### src/rtl/pong_game_ctrl.sv
// Pong game controller: once per frame (vblank rising edge) moves ball and pads,
// resolves wall/pad collisions, keeps score and sequences serve/play/point/game-over.
module pong_game_ctrl #(
  parameter int H_ACTIVE    = 1024,
  parameter int V_ACTIVE    = 768,
  parameter int BALL_SIZE   = 15,
  parameter int PAD_HEIGHT  = 145,
  parameter int PAD_WIDTH   = 15,
  parameter int X_PAD_LEFT  = 30,
  parameter int X_PAD_RIGHT = 979,
  parameter int BALL_SPEED  = 4,
  parameter int PAD_SPEED   = 6,
  parameter int SERVE_DELAY = 60,
  parameter int WIN_SCORE   = 9
) (
  input  logic       clk,
  input  logic       rst,
  input  logic       vblnk,
  input  logic       start,
  input  logic       btn_up_l,
  input  logic       btn_dn_l,
  input  logic       btn_up_r,
  input  logic       btn_dn_r,
  output logic [9:0] x_ball,
  output logic [9:0] y_ball,
  output logic [9:0] y_pad_left,
  output logic [9:0] y_pad_right,
  output logic [3:0] score_left,
  output logic [3:0] score_right,
  output logic       game_over
);

  localparam int CW = $clog2(SERVE_DELAY + 1);

  localparam logic [9:0]  X_CENTRE   = 10'(H_ACTIVE / 2 - (BALL_SIZE + 1) / 2);
  localparam logic [9:0]  Y_CENTRE   = 10'(V_ACTIVE / 2 - (BALL_SIZE + 1) / 2);
  localparam logic [9:0]  PAD_CENTRE = 10'((V_ACTIVE - PAD_HEIGHT) / 2);
  localparam logic [9:0]  Y_BALL_MAX = 10'(V_ACTIVE - 1 - BALL_SIZE);
  localparam logic [9:0]  Y_PAD_MAX  = 10'(V_ACTIVE - 1 - PAD_HEIGHT);
  localparam logic [9:0]  X_HIT_L    = 10'(X_PAD_LEFT + PAD_WIDTH + 1);
  localparam logic [9:0]  X_HIT_R    = 10'(X_PAD_RIGHT - 1 - BALL_SIZE);
  localparam logic [9:0]  B_SPD      = 10'(BALL_SPEED);
  localparam logic [9:0]  P_SPD      = 10'(PAD_SPEED);
  localparam logic [10:0] W_B_SPD    = 11'(BALL_SPEED);
  localparam logic [10:0] W_SIZE     = 11'(BALL_SIZE);
  localparam logic [10:0] W_PAD_H    = 11'(PAD_HEIGHT);
  localparam logic [10:0] W_PAD_R    = 11'(X_PAD_RIGHT);
  localparam logic [10:0] W_X_MAX    = 11'(H_ACTIVE - 1);
  localparam logic [3:0]  WIN        = 4'(WIN_SCORE);
  localparam logic [CW-1:0] CNT_INIT = CW'(SERVE_DELAY);

  typedef enum logic [2:0] {S_IDLE, S_SERVE, S_PLAY, S_POINT, S_OVER} state_t;

  state_t        state, state_nxt;
  logic [9:0]    x_nxt, y_nxt, pl_nxt, pr_nxt;
  logic [3:0]    sl_nxt, sr_nxt;
  logic [CW-1:0] cnt, cnt_nxt;
  logic          dir_x, dir_x_nxt;   // 1 = right
  logic          dir_y, dir_y_nxt;   // 1 = down
  logic          scorer_l, scorer_l_nxt;
  logic          go_nxt;
  logic          vblnk_q, tick;
  logic [10:0]   bx, by;
  logic          overlap_l, overlap_r;

  function automatic logic [10:0] ext(input logic [9:0] v);
    return {1'b0, v};
  endfunction

  function automatic logic [9:0] pad_step(input logic [9:0] y, input logic up, input logic dn);
    logic [9:0] r;
    r = y;
    if (up && !dn)
      r = (y < P_SPD) ? '0 : y - P_SPD;
    else if (dn && !up)
      r = (ext(y) + ext(P_SPD) > ext(Y_PAD_MAX)) ? Y_PAD_MAX : y + P_SPD;
    return r;
  endfunction

  assign tick      = vblnk & ~vblnk_q;
  assign bx        = ext(x_ball);
  assign by        = ext(y_ball);
  assign overlap_l = (by + W_SIZE >= ext(y_pad_left))  && (by <= ext(y_pad_left) + W_PAD_H);
  assign overlap_r = (by + W_SIZE >= ext(y_pad_right)) && (by <= ext(y_pad_right) + W_PAD_H);

  always_comb begin
    state_nxt    = state;
    x_nxt        = x_ball;
    y_nxt        = y_ball;
    pl_nxt       = y_pad_left;
    pr_nxt       = y_pad_right;
    sl_nxt       = score_left;
    sr_nxt       = score_right;
    cnt_nxt      = cnt;
    dir_x_nxt    = dir_x;
    dir_y_nxt    = dir_y;
    scorer_l_nxt = scorer_l;
    if (tick) begin
      if (state inside {S_SERVE, S_PLAY, S_POINT}) begin
        pl_nxt = pad_step(y_pad_left, btn_up_l, btn_dn_l);
        pr_nxt = pad_step(y_pad_right, btn_up_r, btn_dn_r);
      end
      case (state)
        S_IDLE: begin
          x_nxt = X_CENTRE;
          y_nxt = Y_CENTRE;
          if (start) begin
            state_nxt = S_SERVE;
            cnt_nxt   = CNT_INIT;
          end
        end
        S_SERVE: begin
          x_nxt = X_CENTRE;
          y_nxt = Y_CENTRE;
          if (cnt <= CW'(1)) begin
            state_nxt = S_PLAY;
            cnt_nxt   = '0;
          end else begin
            cnt_nxt = cnt - CW'(1);
          end
        end
        S_PLAY: begin
          // Vertical and horizontal axes resolve independently in the same tick.
          if (!dir_y) begin
            if (by < W_B_SPD) begin
              y_nxt     = '0;
              dir_y_nxt = 1'b1;
            end else begin
              y_nxt = y_ball - B_SPD;
            end
          end else if (by + W_B_SPD > ext(Y_BALL_MAX)) begin
            y_nxt     = Y_BALL_MAX;
            dir_y_nxt = 1'b0;
          end else begin
            y_nxt = y_ball + B_SPD;
          end
          if (!dir_x) begin
            if (bx >= ext(X_HIT_L) && bx - W_B_SPD <= ext(X_HIT_L) - 11'd1 && overlap_l) begin
              x_nxt     = X_HIT_L;
              dir_x_nxt = 1'b1;
            end else if (bx < W_B_SPD) begin
              sr_nxt       = (score_right < WIN) ? score_right + 4'd1 : score_right;
              scorer_l_nxt = 1'b0;
              state_nxt    = S_POINT;
            end else begin
              x_nxt = x_ball - B_SPD;
            end
          end else begin
            if (bx + W_SIZE <= W_PAD_R - 11'd1 && bx + W_SIZE + W_B_SPD >= W_PAD_R && overlap_r) begin
              x_nxt     = X_HIT_R;
              dir_x_nxt = 1'b0;
            end else if (bx + W_SIZE + W_B_SPD > W_X_MAX) begin
              sl_nxt       = (score_left < WIN) ? score_left + 4'd1 : score_left;
              scorer_l_nxt = 1'b1;
              state_nxt    = S_POINT;
            end else begin
              x_nxt = x_ball + B_SPD;
            end
          end
        end
        S_POINT: begin
          x_nxt = X_CENTRE;
          y_nxt = Y_CENTRE;
          if (scorer_l ? (score_left == WIN) : (score_right == WIN)) begin
            state_nxt = S_OVER;
          end else begin
            state_nxt = S_SERVE;
            cnt_nxt   = CNT_INIT;
            dir_x_nxt = scorer_l;  // serve toward the player who conceded
          end
        end
        S_OVER: begin
          x_nxt = X_CENTRE;
          y_nxt = Y_CENTRE;
          if (start) begin
            sl_nxt    = '0;
            sr_nxt    = '0;
            pl_nxt    = PAD_CENTRE;
            pr_nxt    = PAD_CENTRE;
            state_nxt = S_SERVE;
            cnt_nxt   = CNT_INIT;
          end
        end
        default: state_nxt = S_IDLE;
      endcase
    end
    go_nxt = (state_nxt == S_OVER);
  end

  always_ff @(posedge clk) begin
    if (rst) begin
      state       <= S_IDLE;
      x_ball      <= X_CENTRE;
      y_ball      <= Y_CENTRE;
      y_pad_left  <= PAD_CENTRE;
      y_pad_right <= PAD_CENTRE;
      score_left  <= '0;
      score_right <= '0;
      game_over   <= 1'b0;
      cnt         <= '0;
      dir_x       <= 1'b1;
      dir_y       <= 1'b1;
      scorer_l    <= 1'b0;
      vblnk_q     <= 1'b0;
    end else begin
      state       <= state_nxt;
      x_ball      <= x_nxt;
      y_ball      <= y_nxt;
      y_pad_left  <= pl_nxt;
      y_pad_right <= pr_nxt;
      score_left  <= sl_nxt;
      score_right <= sr_nxt;
      game_over   <= go_nxt;
      cnt         <= cnt_nxt;
      dir_x       <= dir_x_nxt;
      dir_y       <= dir_y_nxt;
      scorer_l    <= scorer_l_nxt;
      vblnk_q     <= vblnk;
    end
  end

endmodule
### config.mk
export PLATFORM = sky130hd
export DESIGN_NAME = pong_game_ctrl
export DESIGN_NICKNAME = d
export VERILOG_FILES = /design/src/rtl/pong_game_ctrl.sv
export SDC_FILE = /design/constraint.sdc
export NUM_CORES = 1
export LEC_CHECK = 0
export BUFFER_PORTS_ARGS = -buffer_cell sky130_fd_sc_hd__buf_2
export CAP_MARGIN = 40
export CORE_MARGIN = 3
export CORE_UTILIZATION = 40
export CTS_BUF_LIST = sky130_fd_sc_hd__clkbuf_4 sky130_fd_sc_hd__clkbuf_8
export DETAILED_ROUTE_END_ITERATION = 10
export PLACE_DENSITY_LB_ADDON = 0.15
export SETUP_SLACK_MARGIN = 0.5
export SKIP_LAST_GASP = 1
export SLEW_MARGIN = 0
export SYNTH_ARGS = -nofsm -noshare
export SYNTH_HDL_FRONTEND = slang
export SYNTH_SLANG_ARGS = --single-unit
### constraint.sdc
create_clock -name clk -period 8.8 [get_ports clk]
set_input_delay 1.76 -clock clk [delete_from_list [all_inputs] [get_ports clk]]
set_output_delay 1.76 -clock clk [all_outputs]
set_load 0.02 [all_outputs]
## Yosys cells after proc, flatten, opt, wreduce, memory -nomap -nowiden

Cells that the tools add are included.
W data, S select, Z words.

- $lt $le $gt $ge: 19
- Equal/unequal tests: 23
- $add $sub $neg: 20
- Reductions and logical operators: 31
- Multiplexer cells: 63
- Bitwise logic cells: 2

Operators with widths:

| operator | count |
|---|---|
| $mux W10 | 22 |
| $gt A11 B10 Y1 const B | 4 |
| $add A10 B3 Y10 const B | 4 |
| $lt A10 B3 Y1 const B | 4 |
| $pmux W10 S2 | 2 |
| $sub A10 B3 Y10 const B | 4 |
| $mux W4 | 9 |
| $add A10 B3 Y11 const B | 3 |
| $mux W3 | 9 |
| $add A10 B4 Y11 const B | 2 |
| $add A10 B8 Y11 const B | 2 |
| $ge A11 B10 Y1 | 2 |
| $le A10 B11 Y1 | 2 |
| $mux W6 | 3 |
| $pmux W6 S3 | 1 |
| $ne A2 B2 Y1 const B | 8 |
| $pmux W4 S2 | 2 |
| $reduce_and A7 Y1 | 2 |
| $mux W1 | 13 |
| $ne A2 B1 Y1 const B | 6 |
| $pmux W3 S4 | 1 |
| $add A11 B3 Y11 const B | 1 |
| $ge A11 B10 Y1 const B | 1 |
| $le A11 B10 Y1 const B | 1 |
| other kinds (26) | 50 |

- Bits of input ports: 8
- Bits in registers: 62
- Output and inout port bits: 49
- Word-level logic and storage cells: 171

## Depth between registers and ports, before layout

Gate-level depths: netlist (run 1).

- Depth after elaboration: 10
- Gate-level depth with buffers: 17
- Depth with buffers taken out: 15

## Worst setup path before layout (run 1)

OpenSTA, ideal clock, no wires.

- Kind: register to register
- Start point: register y_pad_right[3]
- End point: register x_ball[7]
- Period minus slack after synthesis: 3.721 ns
- Data arrival time: 3.605 ns
- Setup time: 0.117 ns
- Data required time: 8.683 ns
- Buffers on the path: 3
- Slack: 5.079 ns
- Cell stages (with the launch flop): 17
- Cell sequence: dfxtp_1 -> clkbuf_1 -> clkbuf_1 -> a31oi_1 -> nor2_1 -> o21ai_0 -> xnor2_1 -> ha_1 -> nand3_1 -> and3_1 -> or4_1 -> o211a_2 -> and4_4 -> buf_6 -> and2_4 -> o32a_1 -> o22a_1

- Longest elaborated chain between the ends: 7
- Elaborated cells on any way between the ends: 10
- Classes of those cells: 1 x add/sub; 2 x order compare; 1 x eq/ne; 3 x mux; 3 x reduce/logical

RTL lines:

| item | RTL line | text |
|---|---|---|
| start, declared | 27 | `output logic [9:0] y_pad_right,` |
| start signal, assigned | 210 | `y_pad_right <= pr_nxt;` |
| $add A10 B8 Y11 | 84 | `assign overlap_r = (by + W_SIZE >= ext(y_pad_right)) && (by <= ext(y_pad_right) + W_PAD_H);` |
| $le A10 B11 Y1 | 84 |  |
| $logic_and A1 B1 Y1 * | 84 |  |
| $logic_and A1 B1 Y1 * | 149 | `if (bx + W_SIZE <= W_PAD_R - 11'd1 && bx + W_SIZE + W_B_SPD >= W_PAD_R && overlap_r) begin` |
| $mux W10 | 149 |  |
| $mux W10 | 137 | `if (!dir_x) begin` |
| $pmux W10 S2 | 103 | `case (state)` |
| end signal, assigned | 207 | `x_ball <= x_nxt;` |
| end, declared | 24 | `output logic [9:0] x_ball,` |

Every way passes the cells marked *; elsewhere a longest branch is shown, timed or not.
A chain may end at the register's enable or synchronous reset.

## Final worst setup path (run 1)

- Start point: register y_pad_right[2]
- End point: register x_ball[7]

The elaborated chain is that of the path after synthesis.

==> flow_summary.ini, run 1 <==
[synth]
synth_commonest_cells = 80 x nand2_1, 80 x nor2_1, 72 x a21oi_1, 67 x ha_1, 65 x o21ai_0
syn_area_per_cell_um2 = 7.21
synth_warnings = 0
synth_top_area_cell = dfxtp_1
ys_seq_elements = 60
ys_top_cells_by_area = dfxtp_1 18%, ha_1 12%, a21oi_1 5.3%
ys.flop_type = dfxtp_1
synth_cells = 937
yosysSeqAreaShare = 0.178
ys_types = 91
synth.top_cell.area_share = 0.178
netlist_area_um2 = 6760
synth_edf_count = 0
ys_async_sr_fraction = 0

[floorplanning]
initial_core_util = 0.417
die_h_um = 136
dieArea_um2 = 18500
die_w_um = 136
core_um2 = 16200
ios = 57
rows = 46

[clock_tree]
holdBufCountCts = 0
cts_tree = yes
insertion_delay_ps = 370
cts_made_buffers = 9
post_cts_buffers = 0
clock-sinks = 60
clk_pin_slew_ps = 90
cts_max_path_buffers = 2
cts_resized = 0
ctsHtreeMaxLevel = 3
root_buffer = clkbuf_8

[sta]
fmax_mhz = 259
min_period_ps = 3870
fin_crit_sh = 0.439
slew_headroom = 0.437
slew_viol_final = 0
fin_skew_ps = 18.5
final.setup.tns_ps = 0
setup_viol = 0
rsz0062_at_grt = false
tightest_slew_ps = 844
hold_viol_final = 0

[detailed_routing]
avgRoutedWirePerCell_um = 17.5
finalWirelength_um = 20400
vias = 7042
ant_nets = 0
first_pass_iters = 5
drtIter0Drc = 733
drc = 0
viasPerCell = 6.03

[global_routing]
grt_max_degree = 55
grt.total_usage = 0.226
first_global_vias = 6510
overflow = 0
grt_pass1_wl_um = 34200
antenna_found_initial = 0

[place]
io_buffers = 54
dp.cells = 1152
place.gp.congestion = 0.910
dp_hpwl_um = 14900

[finish]
final_cells = 1167
layout-area-overhead-vs-synth_pct = 7.61
drive_gt1_frac = 0.117
fin_nets = 1022
n_antenna_cell = 0

[worst_setup_path]
cp_max_fo = 12
path_cells = ha_1, a31oi_1, nor2_1, o21ai_0, xnor2_1, ha_1, nand3_1, and3_1, or4_1, o211a_2, and4_4, and2_4, or3_1, o22a_1
crit_arrival_ps = 4140
cp.buffers_inverters = 0
cp.required_ps = 9080
crit_path_top_delay_cell = dfxtp_1
cp-end-kind = flip-flop
path_class = flip-flop to flip-flop
crit_path_start_kind = flip-flop
cp_top_family = simple AND/OR/NAND/NOR gates
cpPeakStageDelay_ps = 580
cpMostUsedCell = ha_1

[power_and_ir_drop]
swShare = 0.314
p_seq_frac = 0.430
total_leakage_power_uw = 0.00286
clkPwrFrac = 0.404
p_int_uw = 457
ir_drop_uv = 60.9
powerDensity_nw_per_um2 = 91.6
power.switching_uw = 209
p_comb_frac = 0.166

[flow_run]
maxCapViolations = 0

[worst_hold_path]
hold_path_class = flip-flop to flip-flop

[outcome]
outcome = finished clean
## worst paths after layout
kind / start / slack [ps] / end / cells past startpoint
max: y_pad_right[2] / 4930 / x_ball[7] / 14
min: cnt[5] / 470 / cnt[5] / 2
max reg2reg: y_pad_right[2] / 4930 / x_ball[7] / 14
min reg2reg: cnt[5] / 470 / cnt[5] / 2
## placed cells by master, fill, tap and decap left out, types with 6 or more instances in the layout
| master | instances |
|---|---|
| o22ai_1 | 13 |
| o211ai_1 | 8 |
| nor3_1 | 36 |
| ha_1 | 67 |
| a221oi_1 | 6 |
| nand3b_1 | 7 |
| a211oi_1 | 16 |
| a31oi_1 | 18 |
| xor2_1 | 9 |
| nor4_1 | 8 |
| o21ai_0 | 65 |
| buf_2 | 54 |
| inv_1 | 55 |
| or2_2 | 6 |
| nor2b_1 | 9 |
| or3_1 | 7 |
| clkbuf_8 | 10 |
| nand3_1 | 37 |
| xnor2_1 | 37 |
| nor2_1 | 80 |
| o32a_1 | 6 |
| dfxtp_1 | 60 |
| nand2_1 | 80 |
| o31ai_1 | 8 |
| o21a_1 | 9 |
| buf_4 | 6 |
| nand4_1 | 9 |
| a21oi_1 | 72 |
| nand2b_1 | 21 |
## registers in the layout, summed over array words and instances, names as in the netlist, 3 cells and up
name and cells:
score_right 4, y_pad_left 10, state 3, y_pad_right 10, score_left 4, x_ball 10, cnt 6, y_ball 8
## stage by stage
step / instance area [um2] / setup slack (ps) / hold slack (ps) / util / total power [uW]
after floorplan: 6760 / 5080 / 443 / - / 373
after global placement: 7060 / 5050 / 455 / 0.435 / 402
after detailed placement: 7080 / 4940 / 464 / 0.436 / 402
after CTS: 7270 / 4960 / 475 / 0.448 / 672
after global routing: 7270 / 4730 / 521 / 0.448 / 699
final: 7270 / 4930 / 472 / 0.448 / 666
## final cells by class
type,instances,area (um2)
clock buffer,11,145
inverter,56,210
clock inverter,4,50.0
fill,1723,8960
sequential,60,1200
multi-input combinational,760,5080
timing repair buffer,60,315
tap,216,270
## worst min-delay path, stage by stage, from the launching register on
cell and delay (ps):
dfxtp_1 310, o41ai_1 50, a21oi_1 60
## routing by layer
metal,global-route usage,vias to the layer above,part of all wire
li1,-,3446,-
met1,0.329,3303,0.49
met2,0.340,263,0.44
met3,0.0366,30,0.060
met4,0.0672,0,0.017
met5,0,-,0
## kinds of logic after synthesis
logic type                 Yosys count  synth area share
xor gates and xnor gates            47            0.0620
AOI/OAI and AO/OA                  294             0.290
adders and majority gates           68             0.125
and+or+nand+nor                    342             0.263
buffers and inverters              118            0.0711
other                                1          0.000555
DFF                                 60             0.178
muxes                                7            0.0109
## power by group through the flow
stage / Combinational, uW / Sequential, uW / Clock (uW)
floorplan: 85.0 / 288 / 0
finish: 111 / 286 / 269
CTS: 110 / 286 / 276
detailed placement: 109 / 292 / 0
global route: 124 / 287 / 288
global placement: 109 / 292 / 0
Note: power is estimated with default switching activity, not from simulation.
==> run 2, diff against run 1 <==
--- a/config.mk
+++ b/config.mk
@@ -5,6 +5,7 @@
 export SDC_FILE = /design/constraint.sdc
 export NUM_CORES = 1
 export LEC_CHECK = 0
+export ABC_AREA = 1
 export BUFFER_PORTS_ARGS = -buffer_cell sky130_fd_sc_hd__buf_2
 export CAP_MARGIN = 40
 export CORE_MARGIN = 3
==> constraint.sdc (replaced) <==
create_clock -name clk -period 3.51 [get_ports clk]
set_input_delay 0.702 -clock clk [delete_from_list [all_inputs] [get_ports clk]]
set_output_delay 0.702 -clock clk [all_outputs]
set_load 0.02 [all_outputs]
==> flow_summary.ini, run 2 <==
[outcome]
outcome = finished clean

[sta]
final.setup.tns_ps = 0
rsz0062_at_grt = true
slew_headroom = 0.610
hold_viol_final = 0
layout_setup_ws_ps = 682
setup_viol = 0
min_period_ps = 2830
slew_viol_final = 0
fmax_mhz = 354
tightest_slew_ps = 582
fin_skew_ps = 11.2
fin_crit_sh = 0.806

[power_and_ir_drop]
powerDensity_nw_per_um2 = 310
total_leakage_power_uw = 0.00352
ir_drop_uv = 240
p_total_uw = 2300

[finish]
layout-area-overhead-vs-synth_pct = 12.5
top_regs = x_ball (10), y_pad_left (10), y_pad_right (10)
layout.cells.most_common = nand2_1
fin_nets = 1182
final_cell_mix = 239 x nand2_1, 125 x inv_1, 93 x a21oi_1
num-fill-cells = 1796
drive_gt1_frac = 0.132
final_area_um2 = 7420
n_antenna_cell = 0
final_util = 0.463

[clock_tree]
clk_pin_slew_ps = 80
cts_tree = yes
holdBufCountCts = 0
cts_max_path_buffers = 2
cts_made_buffers = 9
ctsHtreeMaxLevel = 3
root_buffer = clkbuf_8
clock-sinks = 60
insertion_delay_ps = 360

[worst_hold_path]
hold_path_class = flip-flop to flip-flop

[worst_setup_path]
cp.required_ps = 3750
cp_top_family = simple AND/OR/NAND/NOR gates
path_cells = buf_4, clkinvlp_4, ha_1, nor3_2, xor2_1, ha_1, a21oi_1, o211ai_1, nor2_1, o31ai_2, nand4_1, nand2_1, inv_1, nand3_1, nand2_1, nand3_1
cp-end-kind = flip-flop
cp.buffers_inverters = 3
crit_path_start_kind = flip-flop
cp_max_fo = 9
cpPeakStageDelay_ps = 310
crit_arrival_ps = 3070
crit_path_top_delay_cell = dfxtp_1
path_class = flip-flop to flip-flop

[floorplanning]
rows = 46
initial_core_util = 0.412
core_um2 = 16000
die_w_um = 134
dieArea_um2 = 18100
die_h_um = 134
ios = 57

[global_routing]
grt.total_usage = 0.217
overflow = 0
grt_pass1_wl_um = 32200
antenna_found_initial = 0
first_global_vias = 6416
grt_max_degree = 36

[synth]
synth_edf_count = 0
ys_seq_elements = 60
netlist_area_um2 = 6590
syn_area_per_cell_um2 = 6.25
ys_top_cells_by_area = dfxtp_1 18%, nand2_1 14%, ha_1 13%
synth.top_cell.area_share = 0.182
ys_types = 51
yosysMostFrequentCell = nand2_1
yosysSeqAreaShare = 0.182
synth_commonest_cells = 240 x nand2_1, 126 x inv_1, 94 x a21oi_1, 85 x nand3_1, 83 x nor2_1
synth_top_area_cell = dfxtp_1
ys_async_sr_fraction = 0
ys.flop_type = dfxtp_1
synth_cells = 1054
synth_warnings = 0

[place]
place_area_um2 = 7110
dpl_worst_slack_ps = 636
place.gp.congestion = 0.918
dp_hpwl_um = 14800
io_buffers = 54

[detailed_routing]
viasPerCell = 5.27
drc = 0
drtIter0Drc = 582
avgRoutedWirePerCell_um = 14.8
ant_nets = 0
finalWirelength_um = 19700
first_pass_iters = 6
vias = 7005

[flow_run]
maxCapViolations = 0
[run 2: changes by cell type in the layout (fill, tap and decap cells not counted), moves of 21 or more]
cell      before  now
nand3_1       37   85
nand2_1       80  239
xnor2_1       37    8
inv_1         55  125
xor2_1         9   50
nand2b_1      21    0
a21oi_1       72   93
[run 2: logic make-up after synthesis]
group	synth area share
flip-flops	0.182
AO/OA/AOI/OAI	0.186
adder cells (fa/ha/maj)	0.127
XOR/XNOR	0.0796
other	0.000569
AND/OR/NAND/NOR	0.322
buffers and inverters	0.103
[run 2: final timing paths]
kind                               startpoint            end  slack [ps]  cells after the start
worst max register to register      y_ball[2]      x_ball[3]         680                     16
worst max-delay path                y_ball[2]      x_ball[3]         680                     16
worst min register to register  score_left[3]  score_left[3]         500                      2
worst min-delay path            score_left[3]  score_left[3]         500                      2
[run 2: cell type report]
cell class	instances	area, um2	share of cell area
Inverter	138	532	0.0717
Timing Repair Buffer	75	428	0.0577
Sequential cell	60	1220	0.164
Clock buffer	10	138	0.0186
Multi-Input combinational cell	823	4740	0.640
Tap cell	216	270	0.0364
Clock inverter	6	87.6	0.0118
[run 2: power by group]
part	internal, uW	total [uW]	switching (uW)
registers	714	774	60.3
logic	279	792	514
clock network	417	730	313
total	1410	2300	887
[run 2: timing repair]
action	CTS	global route
setup buffers	0	4
setup endpoints to repair	0	11
resized for setup	0	22
endpoints found under the hold margin	0	0
[run 2: metrics by stage]
step | hold slack (ps) | cells
2_1_floorplan | 476 | 1055
3_3_place_gp | 495 | 1308
3_5_place_dp | 491 | 1308
4_1_cts | 504 | 1324
5_1_grt | 533 | 1328
6_report | 500 | 1328
[run 2: per-layer routing]
layer	vias up	track usage	share of wire
li1	3607	-	-
met1	3190	0.315	0.50
met2	186	0.332	0.44
met3	22	0.0360	0.045
met4	0	0.0560	0.015
met5	-	0	0
[run 2: tightest hold or removal path, cell delays in order (launching register included)]
cell and delay [ps]:
dfxtp_1 330, inv_1 70, a21oi_1 60
